==> src/rtl/imm_pack_if.sv <==
// imm_pack_if: request/response bundle for the instruction packer.
// Request side: in_valid/in_ready handshake with opcode, funct3, funct7, rd, rs1, rs2 and the immediate.
// Response side: out_valid/out_ready handshake with the packed instruction and its error flag.
// Status: err_cnt, the saturating count of accepted requests that could not be encoded.
interface imm_pack_if;
    logic        in_valid;
    logic        in_ready;
    logic [6:0]  in_opcode;
    logic [2:0]  in_funct3;
    logic [6:0]  in_funct7;
    logic [4:0]  in_rd;
    logic [4:0]  in_rs1;
    logic [4:0]  in_rs2;
    logic [31:0] in_imm;
    logic        out_valid;
    logic        out_ready;
    logic [31:0] out_instr;
    logic        out_err;
    logic [7:0]  err_cnt;
    modport master (
        output in_valid, in_opcode, in_funct3, in_funct7, in_rd, in_rs1, in_rs2, in_imm, out_ready,
        input  in_ready, out_valid, out_instr, out_err, err_cnt
    );
    modport slave (
        input  in_valid, in_opcode, in_funct3, in_funct7, in_rd, in_rs1, in_rs2, in_imm, out_ready,
        output in_ready, out_valid, out_instr, out_err, err_cnt
    );
endinterface

==> src/rtl/imm_pack.sv <==
// imm_pack: packs decoded fields and an immediate back into a 32-bit instruction through a 2-entry output FIFO.
// Ports: clk (rising-edge clock), rst (synchronous active-high reset), bus (imm_pack_if.slave: request in, packed result out, err_cnt).
// in_ready depends only on the registered occupancy, so out_ready never reaches it combinationally.
module imm_pack (
    input logic       clk,
    input logic       rst,
    imm_pack_if.slave bus
);
    localparam logic [6:0] AUIPC  = 7'b0010111;
    localparam logic [6:0] JAL    = 7'b1101111;
    localparam logic [6:0] JALR   = 7'b1100111;
    localparam logic [6:0] BRANCH = 7'b1100011;
    localparam logic [6:0] LOAD   = 7'b0000011;
    localparam logic [6:0] STORE  = 7'b0100011;
    localparam logic [6:0] OPIMM  = 7'b0010011;

    logic [31:0] imm;
    logic [6:0]  op;
    logic [2:0]  f3;
    logic [31:0] instr;
    logic        err;
    logic [1:0]  occ;
    logic [32:0] e0;
    logic [32:0] e1;
    logic        push;
    logic        pop;

    assign imm = bus.in_imm;
    assign op  = bus.in_opcode;
    assign f3  = bus.in_funct3;

    always_comb begin
        instr = {bus.in_funct7, bus.in_rs2, bus.in_rs1, f3, bus.in_rd, op};
        err   = 1'b0;
        case (op)
            AUIPC: begin
                instr = {imm[31:12], bus.in_rd, op};
                err   = imm[11:0] != 12'd0;
            end
            JAL: begin
                instr = {imm[20], imm[10:1], imm[11], imm[19:12], bus.in_rd, op};
                err   = imm[0] || imm[31:21] != {11{imm[20]}};
            end
            JALR: begin
                instr = {imm[11:0], bus.in_rs1, f3, bus.in_rd, op};
                err   = imm[31:12] != {20{imm[11]}};
            end
            BRANCH: begin
                instr = {imm[12], imm[10:5], bus.in_rs2, bus.in_rs1, f3, imm[4:1], imm[11], op};
                err   = imm[0] || imm[31:13] != {19{imm[12]}};
            end
            // loads and stores carry a word offset: the two low bits must be zero
            STORE: begin
                instr = {imm[13:7], bus.in_rs2, bus.in_rs1, f3, imm[6:2], op};
                err   = imm[1:0] != 2'd0 || imm[31:14] != {18{imm[13]}};
            end
            LOAD: begin
                instr = {imm[13:2], bus.in_rs1, f3, bus.in_rd, op};
                err   = imm[1:0] != 2'd0 || imm[31:14] != {18{imm[13]}};
            end
            // shifts keep funct7 in the upper bits and an unsigned 5-bit shamt
            OPIMM: begin
                instr = (f3[0] && !f3[1]) ? {bus.in_funct7, imm[4:0], bus.in_rs1, f3, bus.in_rd, op}
                                          : {imm[11:0], bus.in_rs1, f3, bus.in_rd, op};
                err   = (f3[0] && !f3[1]) ? imm[31:5] != 27'd0 : imm[31:12] != {20{imm[11]}};
            end
            default: begin
                instr = {bus.in_funct7, bus.in_rs2, bus.in_rs1, f3, bus.in_rd, op};
                err   = 1'b0;
            end
        endcase
    end

    assign bus.in_ready  = occ != 2'd2;
    assign bus.out_valid = occ != 2'd0;
    assign bus.out_instr = e0[32:1];
    assign bus.out_err   = e0[0];
    assign push = bus.in_valid && bus.in_ready;
    assign pop  = bus.out_valid && bus.out_ready;

    // e0 is always the head; e1 only holds the second entry when two are buffered
    always_ff @(posedge clk) begin
        if (rst) begin
            occ         <= 2'd0;
            e0          <= '0;
            e1          <= '0;
            bus.err_cnt <= 8'd0;
        end else begin
            occ <= occ + 2'(push) - 2'(pop);
            if (pop && occ == 2'd2)
                e0 <= e1;
            else if (push && (occ == 2'd0 || pop))
                e0 <= {instr, err};
            if (push && occ == 2'd1 && !pop)
                e1 <= {instr, err};
            if (push && err && bus.err_cnt != 8'hff)
                bus.err_cnt <= bus.err_cnt + 8'd1;
        end
    end
endmodule

==> src/flat_wrapper.sv <==
// flat-port wrapper written by rule: the top's interface ports become plain ports
module imm_pack_flat 
  (clk, rst, bus_in_valid, bus_in_opcode, bus_in_funct3, bus_in_funct7, bus_in_rd, bus_in_rs1, bus_in_rs2, bus_in_imm, bus_out_ready, bus_in_ready, bus_out_valid, bus_out_instr, bus_out_err, bus_err_cnt);
  imm_pack_if bus_i ();
  input logic clk;
  input logic rst;
  input wire logic [$bits(bus_i.in_valid)-1:0] bus_in_valid;
  input wire logic [$bits(bus_i.in_opcode)-1:0] bus_in_opcode;
  input wire logic [$bits(bus_i.in_funct3)-1:0] bus_in_funct3;
  input wire logic [$bits(bus_i.in_funct7)-1:0] bus_in_funct7;
  input wire logic [$bits(bus_i.in_rd)-1:0] bus_in_rd;
  input wire logic [$bits(bus_i.in_rs1)-1:0] bus_in_rs1;
  input wire logic [$bits(bus_i.in_rs2)-1:0] bus_in_rs2;
  input wire logic [$bits(bus_i.in_imm)-1:0] bus_in_imm;
  input wire logic [$bits(bus_i.out_ready)-1:0] bus_out_ready;
  output wire logic [$bits(bus_i.in_ready)-1:0] bus_in_ready;
  output wire logic [$bits(bus_i.out_valid)-1:0] bus_out_valid;
  output wire logic [$bits(bus_i.out_instr)-1:0] bus_out_instr;
  output wire logic [$bits(bus_i.out_err)-1:0] bus_out_err;
  output wire logic [$bits(bus_i.err_cnt)-1:0] bus_err_cnt;
  assign bus_i.in_valid = bus_in_valid;
  assign bus_i.in_opcode = bus_in_opcode;
  assign bus_i.in_funct3 = bus_in_funct3;
  assign bus_i.in_funct7 = bus_in_funct7;
  assign bus_i.in_rd = bus_in_rd;
  assign bus_i.in_rs1 = bus_in_rs1;
  assign bus_i.in_rs2 = bus_in_rs2;
  assign bus_i.in_imm = bus_in_imm;
  assign bus_i.out_ready = bus_out_ready;
  assign bus_in_ready = bus_i.in_ready;
  assign bus_out_valid = bus_i.out_valid;
  assign bus_out_instr = bus_i.out_instr;
  assign bus_out_err = bus_i.out_err;
  assign bus_err_cnt = bus_i.err_cnt;
  imm_pack u_core (.clk(clk), .rst(rst), .bus(bus_i));
endmodule
==> config.mk <==
export PLATFORM = sky130hd
export DESIGN_NAME = imm_pack_flat
export DESIGN_NICKNAME = d
export VERILOG_FILES = /design/src/rtl/imm_pack_if.sv /design/src/rtl/imm_pack.sv /design/src/flat_wrapper.sv
export SDC_FILE = /design/constraint.sdc
export NUM_CORES = 1
export LEC_CHECK = 0
export CAP_MARGIN = 0
export CORE_AREA = 5 5 98 100
export DETAILED_ROUTE_END_ITERATION = 16
export DIE_AREA = 0 0 103 105
export GPL_ROUTABILITY_DRIVEN = 0
export PLACE_DENSITY_LB_ADDON = 0.1
export RECOVER_POWER = 25
export SLEW_MARGIN = 20
export SYNTH_ARGS = -nofsm -noshare
export SYNTH_HDL_FRONTEND = slang
export SYNTH_SLANG_ARGS = --single-unit
==> constraint.sdc <==
create_clock -name clk -period 3.2 [get_ports clk]
set_input_delay 0.32 -clock clk [delete_from_list [all_inputs] [get_ports clk]]
set_output_delay 0.32 -clock clk [all_outputs]
set_load 0.02 [all_outputs]
* After elaboration in Yosys (flattened, before gate mapping)
Index checks and enable logic that the tools add are counted.
** Word-level totals
- Output and inout port bits :: 43
- Input port bits :: 68
- Flip-flop bits (word level) :: 76
** Cells by class
- Equality and inequality tests :: 15
- Reduce and logical (&&, ||, !) cells :: 22
- Muxes and demuxes :: 6
- Add/sub/neg operators :: 3
** Operator list (number)
- 32-bit one-hot mux with 7 select lines :: 1
- 33-bit two-way mux :: 2
- 32-bit two-way mux :: 1
- 27-bit nonzero test :: 1
- 7-bit equality test, second input constant :: 3
- 20-bit inequality test :: 1
- 19-bit inequality test :: 1
- 18-bit inequality test :: 1
- 7-bit by 5-bit equality test with 1-bit output, second input constant :: 2
- 12-bit nonzero test :: 1
- 11-bit inequality test :: 1
- 1-bit logical AND :: 9
- 8-bit by 1-bit adder with 8-bit output, second input constant :: 1
- 8-bit inequality test, second input constant :: 1
- 7-bit by 2-bit equality test with 1-bit output, second input constant :: 1
- 7-bit by 6-bit equality test with 1-bit output, second input constant :: 1
- 1-bit one-hot mux with 6 select lines :: 1
- 2-bit nonzero test :: 3
- 1-bit logical OR :: 4
- 2-bit by 1-bit adder with 2-bit output :: 1
- 2-bit by 1-bit equality test with 1-bit output, second input constant :: 1
- 2-bit equality test, second input constant :: 1
- 1-bit logical NOT :: 2
- 2-bit logical NOT :: 1
- 4 further kinds :: 4

* Longest topological paths before layout
- Depth after elaboration :: 6
- Gate-level depth with buffers :: 11
- Mapped depth without buffers :: 9

* Least setup slack after synthesis
OpenSTA, ideal clock, no wires.
- Kind :: input to register
- Start :: in bus_in_imm[13]
- End :: reg u_core.bus.err_cnt[0]
- Arrival time :: 2.199 ns
- Stages on the path :: 11
- Data required time :: 3.079 ns
- Path slack :: 0.879 ns
- Library setup time :: 0.121 ns
- Cells stage by stage :: clkbuf_1 inv_1 ha_1 nor3_1 o21ai_0 a22oi_1 o21ai_1 nor4_4 buf_6 nor3_2 mux2_4
** Between the ends
- Longest elaborated chain between the ends :: 5
- Elaborated cells between the ends (all ways) :: 10
- Classes of those cells :: 3 x eq/ne; 2 x mux; 5 x reduce/logical
** Ends and longest elaborated chain
- start, declared :: RTL line flat_wrapper.sv:14 : input wire logic [$bits(bus_i.in_imm)-1:0] bus_in_imm;
- 20-bit inequality test, or another cell as far along :: RTL line imm_pack.sv:46, imm_pack.sv:65
- 1-bit two-way mux, or another cell as far along :: RTL line imm_pack.sv:65 : err = (f3[0] && !f3[1]) ? imm[31:5] != 27'd0 : imm[31:12] != {20{imm[11]}};
- 1-bit one-hot mux with 6 select lines (*) :: RTL line imm_pack.sv:35 : case (op)
- 1-bit logical AND (*) (2 in a row) :: RTL line imm_pack.sv:96 : if (push && err && bus.err_cnt != 8'hff)
- end signal, assigned :: RTL line imm_pack.sv:97 : bus.err_cnt <= bus.err_cnt + 8'd1;
- end, declared :: RTL line imm_pack_if.sv:26 : output in_ready, out_valid, out_instr, out_err, err_cnt
Every way passes the cells marked *; elsewhere a longest branch is shown, timed or not.
A chain may end at the register's enable or synchronous reset.

* Final worst setup path
- Start :: in bus_in_imm[23]
- End :: reg u_core.e0[0]
** Between the ends
- Longest elaborated chain between the ends :: 5
- Elaborated cells between the ends (all ways) :: 12
- Classes of those cells :: 4 x eq/ne; 4 x mux; 4 x reduce/logical
** Ends and longest elaborated chain
- 20-bit inequality test, or another cell as far along :: RTL line imm_pack.sv:46, imm_pack.sv:65
- 1-bit two-way mux, or another cell as far along :: RTL line imm_pack.sv:65
- 1-bit one-hot mux with 6 select lines (*) :: RTL line imm_pack.sv:35
- 33-bit two-way mux (*) :: RTL line imm_pack.sv:92 : else if (push && (occ == 2'd0 || pop))
- 33-bit two-way mux (*) :: RTL line imm_pack.sv:90 : if (pop && occ == 2'd2)
- end signal, assigned :: RTL line imm_pack.sv:93 : e0 <= {instr, err};
- end, declared :: RTL line imm_pack.sv:23 : logic [32:0] e0;
Every way passes the cells marked *; elsewhere a longest branch is shown, timed or not. The select of a mux whose other input is x is not followed.

==> impl_metrics.json <==
{
  "synth_nets": 581,
  "dpl_cell_area_sq_mm": 0.00537,
  "insertion_delay_ps": 350,
  "cts_tree": "built",
  "cpMostUsedCell": "nor4_1",
  "cts_max_path_buffers": 2,
  "via_count": 4220,
  "ff2ff_path_depth": 6,
  "avgSynthCellArea_sq_um": 8.05,
  "clock-sinks": 76,
  "end_kind": "flip-flop",
  "holdWs_ps": 461,
  "p_per_area_mw_per_mm2": 539,
  "cp_data_required_time_ps": 3390,
  "holdPathStages": 2,
  "grt_max_degree": 55,
  "cp-endpoint": "u_core.e0[0]$_SDFFE_PP0P_",
  "critPathSlowestCell": "nor4_4",
  "initial_core_util": 0.476,
  "slew_headroom": 0.215,
  "ys_warn_count": 0,
  "die_h_um": 105,
  "power_leakage_nw": 2.18,
  "ys_seq_area_frac": 0.372,
  "cp.depth": 10,
  "grt_overflow": 0,
  "rr_startpoint": "u_core.bus.err_cnt[0]$_SDFFE_PP0P_",
  "cts_setup_buffers": 0,
  "final_nets": 691,
  "wl_per_cell_um": 16.4,
  "grt_setup_unrepaired": "no",
  "drc_errors": 0,
  "stdcell_area_sq_mm": 0.00559,
  "ant_nets": 0,
  "dp_hpwl_um": 9220,
  "drt-total-wl_um": 12000,
  "hold_class": "flip-flop to flip-flop",
  "finalSetupViolCount": 0,
  "max-vdd-ir-drop_v": 0.000302,
  "post-route-min-period_ps": 2960,
  "dr.pass1.iters": 5,
  "crit_family": "simple AND/OR/NAND/NOR gates",
  "fp.dieW_um": 103,
  "fmax_ghz": 0.337,
  "crit_arrival_ps": 3150,
  "ctsHoldBuffers": 0,
  "grt_pass1_wl_um": 19700,
  "synthFlopType": "dfxtp_1",
  "finClkSkew_ps": 12.6,
  "cap_violations": 0,
  "syn_to_final_growth_pct": 36.8,
  "nFillCells": 737,
  "ys_ff_latch": 76,
  "htreeDepth": 3,
  "numPortBuffers": 110,
  "critPathKind": "input pin to flip-flop",
  "status": "finished, final reports clean",
  "hold_viol": 0,
  "cp_cell_sequence": "clkdlybuf4s50_1 -> nor4_1 -> nand4_1 -> o31a_1 -> nor4_1 -> nor3_1 -> nor4_4 -> buf_4 -> a21o_1 -> a21oi_1",
  "path_max_fanout": 7,
  "root_buffer": "clkbuf_8",
  "r2r-end": "u_core.bus.err_cnt[7]$_SDFFE_PP0P_",
  "finalSetupTns_ps": 0,
  "ios": 111,
  "first_global_vias": 3989,
  "reg2reg_slack_ps": 1020,
  "worst-path-buf-inv": 2,
  "crit_start": "bus_in_imm[23]",
  "critPathMaxStageDelay_ps": 480,
  "worstSetupStartpointType": "input pin",
  "drt-vias-per-instance": 5.77,
  "drtIter0Drc": 287,
  "die-area_sq_mm": 0.0108,
  "drive_above_1_share": 0.0899,
  "cts_buffers": 9,
  "grt_antenna_before_repair": 0,
  "slew_viol_final": 0,
  "period_share": 0.926,
  "cts.reportedPaths.clkPinSlew_ps": 80,
  "rows": 34,
  "syn_inst": 508,
  "ctsResizeCount": 0,
  "num_antenna_cells": 0,
  "tightest_slew_ps": 1180,
  "syn-cell-area_sq_mm": 0.00409,
  "synthArstFlopShare": 0,
  "coreArea_sq_mm": 0.00859,
  "synth_edf_count": 0,
  "globalRouteTotalUtil": 0.224,
  "synth_cell_types": 54
}
## cells in the mapped netlist, drive strengths merged (2+ instances only)
library cell  count  area, sq um
a21boi           10         75.1
clkbuf           30          113
a22oi             2         15.0
o21ai            16         80.1
o31a              2         17.5
o21a              2         15.0
o31ai             2         15.0
nor4              8         65.1
buf               5         30.0
o41ai             2         17.5
a221o             2         20.0
or2               2         12.5
dfxtp            76         1520
nand4             9         56.3
mux2              3         45.0
or4               4         30.0
nor3             15          100
a211oi           51          383
a31oi             3         18.8
mux2i            28          280
a21oi            41          209
nand2            44          165
or4b              2         20.0
a222oi           10          100
nor2b             6         37.5
xnor2             2         17.5
nand3             9         45.0
nor2             84          315
and3              5         32.5
inv              12         45.0
or3               3         18.8
ha                5         62.6
## sequential cells by signal, indices dropped and copies added (netlist names)
name and count:
u_core.occ 2, u_core.e1 33, u_core.bus.err_cnt 8, u_core.e0 33
## worst min-delay path: cells and delay by family (launching register included)
family | cells | cell delay (ps)
compound gates | 1 | 50
flops | 1 | 310
simple gates | 1 | 50
## final cells by class
cell class | instances | area (sq um) | share of cell area
repair buffers | 134 | 1270 | 0.228
clock buffers | 11 | 141 | 0.0253
well taps | 108 | 135 | 0.0242
inverters | 12 | 45.0 | 0.00805
flip-flops and latches | 76 | 1520 | 0.272
multi-input cells | 385 | 2390 | 0.428
clock inverters | 5 | 85.1 | 0.0152
## per-stage QoR
stage	utilization	setup slack, ps	total power, mW	std cells
floorplan	-	879	1.79	508
global placement	0.625	120	2.22	715
detailed placement	0.625	13.5	2.24	715
CTS	0.651	382	3.07	731
global route	0.651	120	3.20	731
finish	0.651	236	3.02	731
## routing by layer
metal	global-route usage	vias up	routed length, um	part of all wire
li1	-	2100	-	-
met5	0	-	0	0
met2	0.341	171	5480	0.46
met1	0.317	1931	5340	0.45
met4	0.0685	0	227	0.019
met3	0.0480	18	935	0.078
## kinds of logic after synthesis
group,synth area share
compound gates,0.246
mux,0.0796
buf+inv,0.0459
fa+ha+maj,0.0153
xor+xnor,0.00643
simple gates,0.235
flops,0.372
## report_power, final
group	internal, mW	leakage (nW)	switching, mW
Sequential	1.10	0.621	0.0848
Clock	0.464	0.110	0.368
Combinational	0.445	1.45	0.558
Total	2.01	2.18	1.01
## how the worst min path moves through the flow
stage,start,to,slack [ps]
2_1_floorplan,u_core.e1[10]$_SDFFE_PP0P_,u_core.e1[10]$_SDFFE_PP0P_,440
3_3_place_gp,u_core.e1[10]$_SDFFE_PP0P_,u_core.e1[10]$_SDFFE_PP0P_,440
3_5_place_dp,u_core.e1[1]$_SDFFE_PP0P_,u_core.e1[1]$_SDFFE_PP0P_,450
4_1_cts,u_core.e1[1]$_SDFFE_PP0P_,u_core.e1[1]$_SDFFE_PP0P_,460
5_1_grt,u_core.e1[1]$_SDFFE_PP0P_,u_core.e1[1]$_SDFFE_PP0P_,480
6_report,u_core.e1[1]$_SDFFE_PP0P_,u_core.e1[1]$_SDFFE_PP0P_,460
## cells in the final DEF, fill, tap and decap left out, types with 4 or more instances in the layout
master / instances
nor3_2: 5
dfxtp_1: 76
a211oi_1: 51
a21boi_0: 10
or4_1: 4
nor2b_1: 6
inv_1: 12
clkbuf_8: 10
nor4_1: 7
and3_1: 4
mux2i_1: 28
ha_1: 5
a222oi_1: 10
nand3_1: 8
clkdlybuf4s50_1: 81
nand4_1: 9
nand2_1: 44
o21ai_0: 13
nor2_1: 84
a21oi_1: 40
nor3_1: 10
dlygate4sd3_1: 28
buf_4: 23
(Power assumes the default switching activity.)
